File: config.mk
export PLATFORM = sky130hd
export DESIGN_NAME = video_pattern_gen_flat
export DESIGN_NICKNAME = d
export VERILOG_FILES = /design/src/rtl/video_pattern_gen_pkg.sv /design/src/rtl/video_pattern_gen_if.sv /design/src/rtl/video_pattern_gen_pixel.sv /design/src/rtl/video_pattern_gen.sv /design/src/flat_wrapper.sv
export SDC_FILE = /design/constraint.sdc
export NUM_CORES = 1
export LEC_CHECK = 0
export ABC_AREA = 1
export CORE_UTILIZATION = 59
export CTS_BUF_LIST = sky130_fd_sc_hd__clkbuf_4
export DETAILED_ROUTE_END_ITERATION = 8
export PLACE_DENSITY = 0.88
export SYNTH_ARGS = -nofsm -noshare
export SYNTH_HDL_FRONTEND = slang
export SYNTH_SLANG_ARGS = --single-unit
File: constraint.sdc
create_clock -name ap_clk -period 3.41 [get_ports ap_clk]
set_clock_uncertainty 0.05 [all_clocks]
set_input_delay 0.682 -clock ap_clk [delete_from_list [all_inputs] [get_ports ap_clk]]
set_output_delay 0.682 -clock ap_clk [all_outputs]
set_load 0.1 [all_outputs]
File: src/rtl/video_pattern_gen_pkg.sv
// Shared types and constants for the AXI4-Stream test-pattern source:
// FSM states, pattern codes and the colour-bar palette in {R,B,G} order.
package video_pattern_pkg;

    localparam int PIX_W = 24;

    typedef enum logic [1:0] {
        IDLE   = 2'd0,
        ACTIVE = 2'd1,
        HBLANK = 2'd2,
        VBLANK = 2'd3
    } state_t;

    localparam logic [1:0] PAT_BARS    = 2'd0;
    localparam logic [1:0] PAT_RAMP    = 2'd1;
    localparam logic [1:0] PAT_CHECKER = 2'd2;
    localparam logic [1:0] PAT_SOLID   = 2'd3;

    // The block design's video_in_stream carries blue in the middle byte.
    function automatic logic [PIX_W-1:0] pack_rbg(input logic [7:0] r,
                                                  input logic [7:0] g,
                                                  input logic [7:0] b);
        return {r, b, g};
    endfunction

    localparam logic [PIX_W-1:0] BAR_WHITE   = pack_rbg(8'hFF, 8'hFF, 8'hFF);
    localparam logic [PIX_W-1:0] BAR_YELLOW  = pack_rbg(8'hFF, 8'hFF, 8'h00);
    localparam logic [PIX_W-1:0] BAR_CYAN    = pack_rbg(8'h00, 8'hFF, 8'hFF);
    localparam logic [PIX_W-1:0] BAR_GREEN   = pack_rbg(8'h00, 8'hFF, 8'h00);
    localparam logic [PIX_W-1:0] BAR_MAGENTA = pack_rbg(8'hFF, 8'h00, 8'hFF);
    localparam logic [PIX_W-1:0] BAR_RED     = pack_rbg(8'hFF, 8'h00, 8'h00);
    localparam logic [PIX_W-1:0] BAR_BLUE    = pack_rbg(8'h00, 8'h00, 8'hFF);
    localparam logic [PIX_W-1:0] BAR_BLACK   = pack_rbg(8'h00, 8'h00, 8'h00);

endpackage

File: src/rtl/video_pattern_gen_if.sv
// AXI4-Stream video bus between the pattern source and the video_in_stream slave.
interface video_pattern_gen_if;
    import video_pattern_pkg::*;

    logic [PIX_W-1:0] tdata;
    logic             tvalid;
    logic             tready;
    logic             tuser;
    logic             tlast;

    modport master (output tdata, output tvalid, output tuser, output tlast,
                    input  tready);
    modport slave  (input  tdata, input  tvalid, input  tuser, input  tlast,
                    output tready);

endinterface

File: src/rtl/video_pattern_gen_pixel.sv
// Combinational pixel lookup: (x, y, pattern, ramp offset) -> {R,B,G} pixel.
module video_pattern_pixel
    import video_pattern_pkg::*;
#(
    parameter int              H_ACTIVE  = 640,
    parameter int              XW        = 11,
    parameter int              YW        = 10,
    parameter logic [PIX_W-1:0] SOLID_RGB = 24'h808080
) (
    input  logic [XW-1:0]    x,
    input  logic [YW-1:0]    y,
    input  logic [1:0]       pattern,
    input  logic [7:0]       ramp_ofs,
    output logic [PIX_W-1:0] pixel
);

    localparam int BAR_W = H_ACTIVE / 8;

    logic [2:0] bar;
    logic [7:0] ramp;
    logic       x_b3;
    logic       y_b3;

    // Masking instead of slicing keeps short y counters (V_ACTIVE < 8) legal.
    always_comb begin
        bar  = 3'(x / XW'(BAR_W));
        ramp = 8'(x) + ramp_ofs;
        x_b3 = |(x & XW'(8));
        y_b3 = |(y & YW'(8));
    end

    always_comb begin
        pixel = '0;
        case (pattern)
            PAT_BARS: begin
                case (bar)
                    3'd0:    pixel = BAR_WHITE;
                    3'd1:    pixel = BAR_YELLOW;
                    3'd2:    pixel = BAR_CYAN;
                    3'd3:    pixel = BAR_GREEN;
                    3'd4:    pixel = BAR_MAGENTA;
                    3'd5:    pixel = BAR_RED;
                    3'd6:    pixel = BAR_BLUE;
                    default: pixel = BAR_BLACK;
                endcase
            end
            PAT_RAMP:    pixel = pack_rbg(ramp, ramp, ramp);
            PAT_CHECKER: pixel = (x_b3 ^ y_b3) ? BAR_WHITE : BAR_BLACK;
            default:     pixel = SOLID_RGB;
        endcase
    end

endmodule

File: src/rtl/video_pattern_gen.sv
// AXI4-Stream test-pattern frame source (SOF on tuser, EOL on tlast).
// Optional VIDEO_PATTERN_GEN_FRAME_CNT_EN adds frame_cnt and a moving ramp.
module video_pattern_gen
    import video_pattern_pkg::*;
#(
    parameter int               H_ACTIVE  = 640,
    parameter int               V_ACTIVE  = 480,
    parameter int               H_BLANK   = 16,
    parameter int               V_BLANK   = 64,
    parameter logic [PIX_W-1:0] SOLID_RGB = 24'h808080
) (
    input  logic                       ap_clk,
    input  logic                       ap_rst_n,
    input  logic                       enable,
    input  logic [1:0]                 pattern_sel,
    video_pattern_gen_if.master        video_in_stream
`ifdef VIDEO_PATTERN_GEN_FRAME_CNT_EN
    ,
    output logic [15:0]                frame_cnt
`endif
);

    localparam int XW        = $clog2(H_ACTIVE) + 1;
    localparam int YW        = $clog2(V_ACTIVE) + 1;
    localparam int BLANK_TOT = H_BLANK + V_BLANK;
    localparam int BW        = $clog2(BLANK_TOT + 1) + 1;

    state_t           state, state_nxt;
    logic [XW-1:0]    x, x_nxt;
    logic [YW-1:0]    y, y_nxt;
    logic [BW-1:0]    blank_cnt, blank_nxt;
    logic [1:0]       pat, pat_nxt;
    logic             hs, last_px, last_line, frame_hs, frame_done;
    logic             tvalid_nxt, tuser_nxt, tlast_nxt;
    logic [PIX_W-1:0] pix_nxt, tdata_nxt;
    logic [7:0]       ramp_ofs;

    assign hs        = video_in_stream.tvalid && video_in_stream.tready;
    assign last_px   = (x == XW'(H_ACTIVE - 1));
    assign last_line = (y == YW'(V_ACTIVE - 1));
    assign frame_hs  = hs && last_px && last_line;

`ifdef VIDEO_PATTERN_GEN_FRAME_CNT_EN
    logic [15:0] frame_cnt_nxt;

    assign frame_cnt_nxt = frame_cnt + 16'(frame_hs);
    assign ramp_ofs      = frame_cnt_nxt[7:0];

    always_ff @(posedge ap_clk) begin
        if (!ap_rst_n) frame_cnt <= '0;
        else           frame_cnt <= frame_cnt_nxt;
    end
`else
    assign ramp_ofs = 8'd0;
`endif

    // State and counter register
    always_ff @(posedge ap_clk) begin
        if (!ap_rst_n) begin
            state     <= IDLE;
            x         <= '0;
            y         <= '0;
            blank_cnt <= '0;
            pat       <= PAT_BARS;
        end else begin
            state     <= state_nxt;
            x         <= x_nxt;
            y         <= y_nxt;
            blank_cnt <= blank_nxt;
            pat       <= pat_nxt;
        end
    end

    // Next state; enable and pattern_sel are only looked at on frame boundaries
    always_comb begin
        state_nxt  = state;
        x_nxt      = x;
        y_nxt      = y;
        blank_nxt  = blank_cnt;
        pat_nxt    = pat;
        frame_done = 1'b0;
        case (state)
            IDLE: begin
                if (enable) begin
                    pat_nxt   = pattern_sel;
                    x_nxt     = '0;
                    y_nxt     = '0;
                    state_nxt = ACTIVE;
                end
            end
            ACTIVE: begin
                if (hs) begin
                    if (last_px) begin
                        x_nxt     = '0;
                        y_nxt     = y + 1'b1;
                        blank_nxt = '0;
                        if (last_line) begin
                            if (BLANK_TOT == 0) frame_done = 1'b1;
                            else                state_nxt  = VBLANK;
                        end else if (H_BLANK != 0) begin
                            state_nxt = HBLANK;
                        end
                    end else begin
                        x_nxt = x + 1'b1;
                    end
                end
            end
            HBLANK: begin
                if (blank_cnt == BW'(H_BLANK - 1)) begin
                    blank_nxt = '0;
                    state_nxt = ACTIVE;
                end else begin
                    blank_nxt = blank_cnt + 1'b1;
                end
            end
            VBLANK: begin
                if (blank_cnt == BW'(BLANK_TOT - 1)) begin
                    blank_nxt  = '0;
                    frame_done = 1'b1;
                end else begin
                    blank_nxt = blank_cnt + 1'b1;
                end
            end
            default: state_nxt = IDLE;
        endcase
        if (frame_done) begin
            x_nxt = '0;
            y_nxt = '0;
            if (enable) begin
                pat_nxt   = pattern_sel;
                state_nxt = ACTIVE;
            end else begin
                state_nxt = IDLE;
            end
        end
    end

    video_pattern_pixel #(
        .H_ACTIVE  (H_ACTIVE),
        .XW        (XW),
        .YW        (YW),
        .SOLID_RGB (SOLID_RGB)
    ) u_pixel (
        .x        (x_nxt),
        .y        (y_nxt),
        .pattern  (pat_nxt),
        .ramp_ofs (ramp_ofs),
        .pixel    (pix_nxt)
    );

    // Outputs derive from next-cycle counters so the registered beat lines up
    // with the counters and a stalled beat recomputes to the same value.
    always_comb begin
        tvalid_nxt = (state_nxt == ACTIVE);
        tuser_nxt  = tvalid_nxt && (x_nxt == '0) && (y_nxt == '0);
        tlast_nxt  = tvalid_nxt && (x_nxt == XW'(H_ACTIVE - 1));
        tdata_nxt  = tvalid_nxt ? pix_nxt : '0;
    end

    always_ff @(posedge ap_clk) begin
        if (!ap_rst_n) begin
            video_in_stream.tvalid <= 1'b0;
            video_in_stream.tuser  <= 1'b0;
            video_in_stream.tlast  <= 1'b0;
            video_in_stream.tdata  <= '0;
        end else begin
            video_in_stream.tvalid <= tvalid_nxt;
            video_in_stream.tuser  <= tuser_nxt;
            video_in_stream.tlast  <= tlast_nxt;
            video_in_stream.tdata  <= tdata_nxt;
        end
    end

endmodule
File: src/flat_wrapper.sv
// flat-port wrapper written by rule: the top's interface ports become plain ports
module video_pattern_gen_flat import video_pattern_pkg::*;
#(
    parameter int               H_ACTIVE  = 640,
    parameter int               V_ACTIVE  = 480,
    parameter int               H_BLANK   = 16,
    parameter int               V_BLANK   = 64,
    parameter logic [PIX_W-1:0] SOLID_RGB = 24'h808080
)
  (ap_clk, ap_rst_n, enable, pattern_sel, video_in_stream_tdata, video_in_stream_tvalid, video_in_stream_tuser, video_in_stream_tlast, video_in_stream_tready);
  video_pattern_gen_if video_in_stream_i ();
  input  logic ap_clk;
  input  logic ap_rst_n;
  input  logic enable;
  input  logic [1:0] pattern_sel;
  output wire logic [$bits(video_in_stream_i.tdata)-1:0] video_in_stream_tdata;
  output wire logic [$bits(video_in_stream_i.tvalid)-1:0] video_in_stream_tvalid;
  output wire logic [$bits(video_in_stream_i.tuser)-1:0] video_in_stream_tuser;
  output wire logic [$bits(video_in_stream_i.tlast)-1:0] video_in_stream_tlast;
  input wire logic [$bits(video_in_stream_i.tready)-1:0] video_in_stream_tready;
  assign video_in_stream_tdata = video_in_stream_i.tdata;
  assign video_in_stream_tvalid = video_in_stream_i.tvalid;
  assign video_in_stream_tuser = video_in_stream_i.tuser;
  assign video_in_stream_tlast = video_in_stream_i.tlast;
  assign video_in_stream_i.tready = video_in_stream_tready;
  video_pattern_gen #(.H_ACTIVE(H_ACTIVE), .V_ACTIVE(V_ACTIVE), .H_BLANK(H_BLANK), .V_BLANK(V_BLANK), .SOLID_RGB(SOLID_RGB)) u_core (.ap_clk(ap_clk), .ap_rst_n(ap_rst_n), .enable(enable), .pattern_sel(pattern_sel), .video_in_stream(video_in_stream_i));
endmodule
==> metrics list <==
- Headroom to the max-slew limit: 0.312
- Clk Latency, worst-skew pair: 0.43 ns
* Initial Util: 0.615
* # DRC: 0
- Counting every instance in the synthesized netlist gives 466.
* Cell types occupying the most area after synthesis: sky130_fd_sc_hd__dfxtp_1 (35%), sky130_fd_sc_hd__inv_1 (7.5%), sky130_fd_sc_hd__nand2_1 (7.0%)
- The initialized floorplan defines 27 standard-cell rows.
- Final wirelength: 8930 um
* Synthesis-to-layout area growth: 22.5%
- Synthesized area per cell: 7.31 sq um
- Antenna diode instance count: 0
- The Yosys step of the flow raised 0 warnings.
* Placer Congestion: 0.948
- For this block, the initial DRC count from the detailed router was 325.
- Tot GR Track Use: 0.316
- The path class of the tightest hold or removal check is reg2reg.
- For this design the ratio of total power to cell area is 437 nW/um^2.
- After the last flow step, the layout net total stands at 535.
- Seq/Total Area, Yosys: 0.352
* Post-Place Cells: 586
- Worst-case clock buffer depth: 2
- Final Hold Slack: 0.417 ns
- The first global-routing pass estimated 14,700 um of wire.
- Dividing the final minimum period by the clock period gives 0.955.
* Number of nets produced by synthesis: 475
- Counting every sink on the clock net gives 60.
- Timing would allow up to 307 MHz.
* Leading cell type in the layout, fill and taps excluded: sky130_fd_sc_hd__inv_1
- Using the TritonRoute via totals, the vias-per-cell ratio works out to 5.57.
- Post-DP HPWL: 6610 um
* Mapped cell area: 3410 sq um
- In this run the worst path has a maximum fanout of 8.
* Total Power: 1.83 mW
- From left edge to right edge, the die measures 78.0 um.
* Boundary pin count: 33
- For this run, the detailed router's first-pass iteration total came to 5.
- Final non-filler cell total: 603
- Switching power: 625 uW
- Of the total power, registers draw 0.408.
- Data on the critical path arrives at its endpoint at 3.57 ns.
- Required @ worst endpoint: 3.73 ns
* Total of buffers placed on input and output ports: 32
- Combinational fraction of design power: 0.232
- Number of antenna violations at the first check in global routing: 0
- Setup violations remaining at the end of the flow were counted as 0.
- Total die area: 6080 sq um
* IR Drop Worst-Case VDD: 299 uV
* Max H-tree Level: 3
* Endpoint class of the critical path: register
- In this run the static leakage power is 1.77 nW.
* Fraction of layout instances using a drive strength above 1: 0.224
- Clock tree synthesis inserted a total of 9 buffers.
* Pin count of the biggest net entering global routing: 22
- Switching part of the total: 0.342
* Post-synth top flop: sky130_fd_sc_hd__dfxtp_1
- The count of nets left with antenna violations once routing finished came out at 0.
* Post-layout minimum cycle time: 3.26 ns
- Setup repair after global routing missed its margin: true
- In this run, post-CTS hold repair placed 0 buffers.
* Wire length per cell: 14.8 um
- Total core area: 5540 sq um
- STA classifies the critical path startpoint as an input pin.
- By startpoint and endpoint, the worst setup path is classified as in2reg.
- Via count of the first global-routing pass: 3,245
* Number of flip-flops and latches in the synthesized netlist: 60
- Max-cap violations: 0
- Clock-pin slew was measured on the worst setup and hold paths at 0.10 ns.
* Transition at the pin with the smallest max-transition slack: 1.03 ns
- TritonCTS built the clock tree.
- Clock tree root driver cell: sky130_fd_sc_hd__clkbuf_4
- Top cell type's share of synthesized area: 0.352
- Die Y: 78.0 um
- Number of enable-type register cells in the synthesized netlist: 0
- Yosys mapped the design onto 50 distinct sky130hd cell types.
* Ys async rst share: 0
- The number of endpoints with negative hold slack in the final report was 0.
- For flop-to-flop paths, the worst setup slack is 0.24 ns.
- In the final timing run, aggregate negative setup slack is 0 ns.
- Part of the total power dissipated in the clock network: 0.361
- The total count of max-transition violations in the final report is 0.
- sky130_fd_sc_hd__dfxtp_1 takes more of the synthesized area than any other cell.
* Most used cells in the layout excluding fill and tap cells: sky130_fd_sc_hd__inv_1 (68), sky130_fd_sc_hd__nand2_1 (64), sky130_fd_sc_hd__dfxtp_1 (60)
* Cell Int Power: 1.20 mW
- Total overflow reported by the global router: 0
* Total via count after detailed routing: 3,356
- Result of the run: completed
cells by family after synthesis:
kind of cell,Yosys count,synth area share
DFF,60,0.352
adders and majority gates,3,0.0110
xor gates and xnor gates,5,0.0128
AOI/OAI and AO/OA,93,0.180
and+or+nand+nor,210,0.334
buffers and inverters,95,0.109
Yosys cell counts, types with 5 or more instances:
| library cell | n |
|---|---|
| sky130_fd_sc_hd__a21oi_1 | 32 |
| sky130_fd_sc_hd__inv_1 | 68 |
| sky130_fd_sc_hd__nor3_1 | 9 |
| sky130_fd_sc_hd__nor2_4 | 7 |
| sky130_fd_sc_hd__nand4_1 | 12 |
| sky130_fd_sc_hd__clkbuf_1 | 5 |
| sky130_fd_sc_hd__o21ai_0 | 25 |
| sky130_fd_sc_hd__a21oi_2 | 8 |
| sky130_fd_sc_hd__nand2_2 | 11 |
| sky130_fd_sc_hd__inv_2 | 15 |
| sky130_fd_sc_hd__nand2_4 | 6 |
| sky130_fd_sc_hd__nor2_1 | 51 |
| sky130_fd_sc_hd__nand2_1 | 64 |
| sky130_fd_sc_hd__nand3_1 | 26 |
| sky130_fd_sc_hd__o211ai_1 | 6 |
| sky130_fd_sc_hd__dfxtp_1 | 60 |
state kept, by name, indices dropped and copies added (netlist names):
signal	flops
u_core.state	2
u_core.pat	2
u_core.video_in_stream.tvalid	1
u_core.x	11
u_core.video_in_stream.tuser	1
u_core.video_in_stream.tlast	1
u_core.video_in_stream.tdata	24
u_core.y	10
u_core.blank_cnt	8
critical path: stages:
cell and delay [ns]:
sky130_fd_sc_hd__clkdlybuf4s50_1 0.47, sky130_fd_sc_hd__nand2_2 0.07, sky130_fd_sc_hd__nor2_2 0.15, sky130_fd_sc_hd__nand4_4 0.14, sky130_fd_sc_hd__nor2_4 0.14, sky130_fd_sc_hd__nand2_1 0.06, sky130_fd_sc_hd__nand2_1 0.08, sky130_fd_sc_hd__nand3_2 0.08
sky130_fd_sc_hd__a21oi_4 0.21, sky130_fd_sc_hd__buf_4 0.16, sky130_fd_sc_hd__nand2_4 0.05, sky130_fd_sc_hd__inv_2 0.06, sky130_fd_sc_hd__nand2_2 0.07, sky130_fd_sc_hd__nand3_2 0.08, sky130_fd_sc_hd__nand2_2 0.06, sky130_fd_sc_hd__nand2_2 0.08
sky130_fd_sc_hd__nand2_4 0.06, sky130_fd_sc_hd__nand2_4 0.08, sky130_fd_sc_hd__nand2_1 0.09, sky130_fd_sc_hd__nand3_2 0.09, sky130_fd_sc_hd__nand2_2 0.07, sky130_fd_sc_hd__nand2_2 0.06, sky130_fd_sc_hd__nand2_2 0.05, sky130_fd_sc_hd__nand2_2 0.08
sky130_fd_sc_hd__nand3_4 0.17, sky130_fd_sc_hd__a21oi_2 0.16
final timing paths:
check	start	endpoint	depth (start not counted)
worst max-delay path	video_in_stream_tready	u_core.video_in_stream.tdata[11]	26
worst min register to register	u_core.blank_cnt[2]	u_core.blank_cnt[2]	2
worst min-delay path	u_core.blank_cnt[2]	u_core.blank_cnt[2]	2
worst max register to register	u_core.state[1]	u_core.video_in_stream.tdata[11]	22
metal layers:
metal	global-route usage	routed length (um)	share of wire
met1	0.381	3890	0.44
met2	0.525	4260	0.48
met3	0.0941	563	0.063
met4	0.126	216	0.024
met5	0	0	0
layout make-up:
type | count | area [sq um]
Multi-Input combinational cell | 311 | 1850
Fill cell | 441 | 1370
Sequential cell | 60 | 1200
Timing Repair Buffer | 57 | 515
Inverter | 87 | 337
Clock inverter | 7 | 115
Tap cell | 72 | 90.1
Clock buffer | 9 | 67.6
power groups by stage:
stage	Sequential (mW)	Clock [mW]	Combinational, mW
floorplan	0.963	0	0.106
global placement	0.759	0	0.410
detailed placement	0.760	0	0.417
CTS	0.744	0.657	0.419
global route	0.747	0.691	0.440
finish	0.744	0.658	0.423
what timing repair did:
item                                    CTS  global route
endpoints found under the setup margin    0            11
setup buffers                             0             1
hold endpoints to repair                  0             0
resized for setup                         0             3
through the flow:
| step | setup slack (ns) | instance area, sq um | utilization |
|---|---|---|---|
| final | 0.154 | 4170 | 0.753 |
| after global routing | -0.0158 | 4170 | 0.753 |
| after global placement | -0.0629 | 3970 | 0.717 |
| after floorplan | 0.0900 | 3410 | - |
| after CTS | 0.168 | 4150 | 0.750 |
| after detailed placement | -0.264 | 3970 | 0.717 |
No activity file was read; power rests on OpenSTA's default activity.
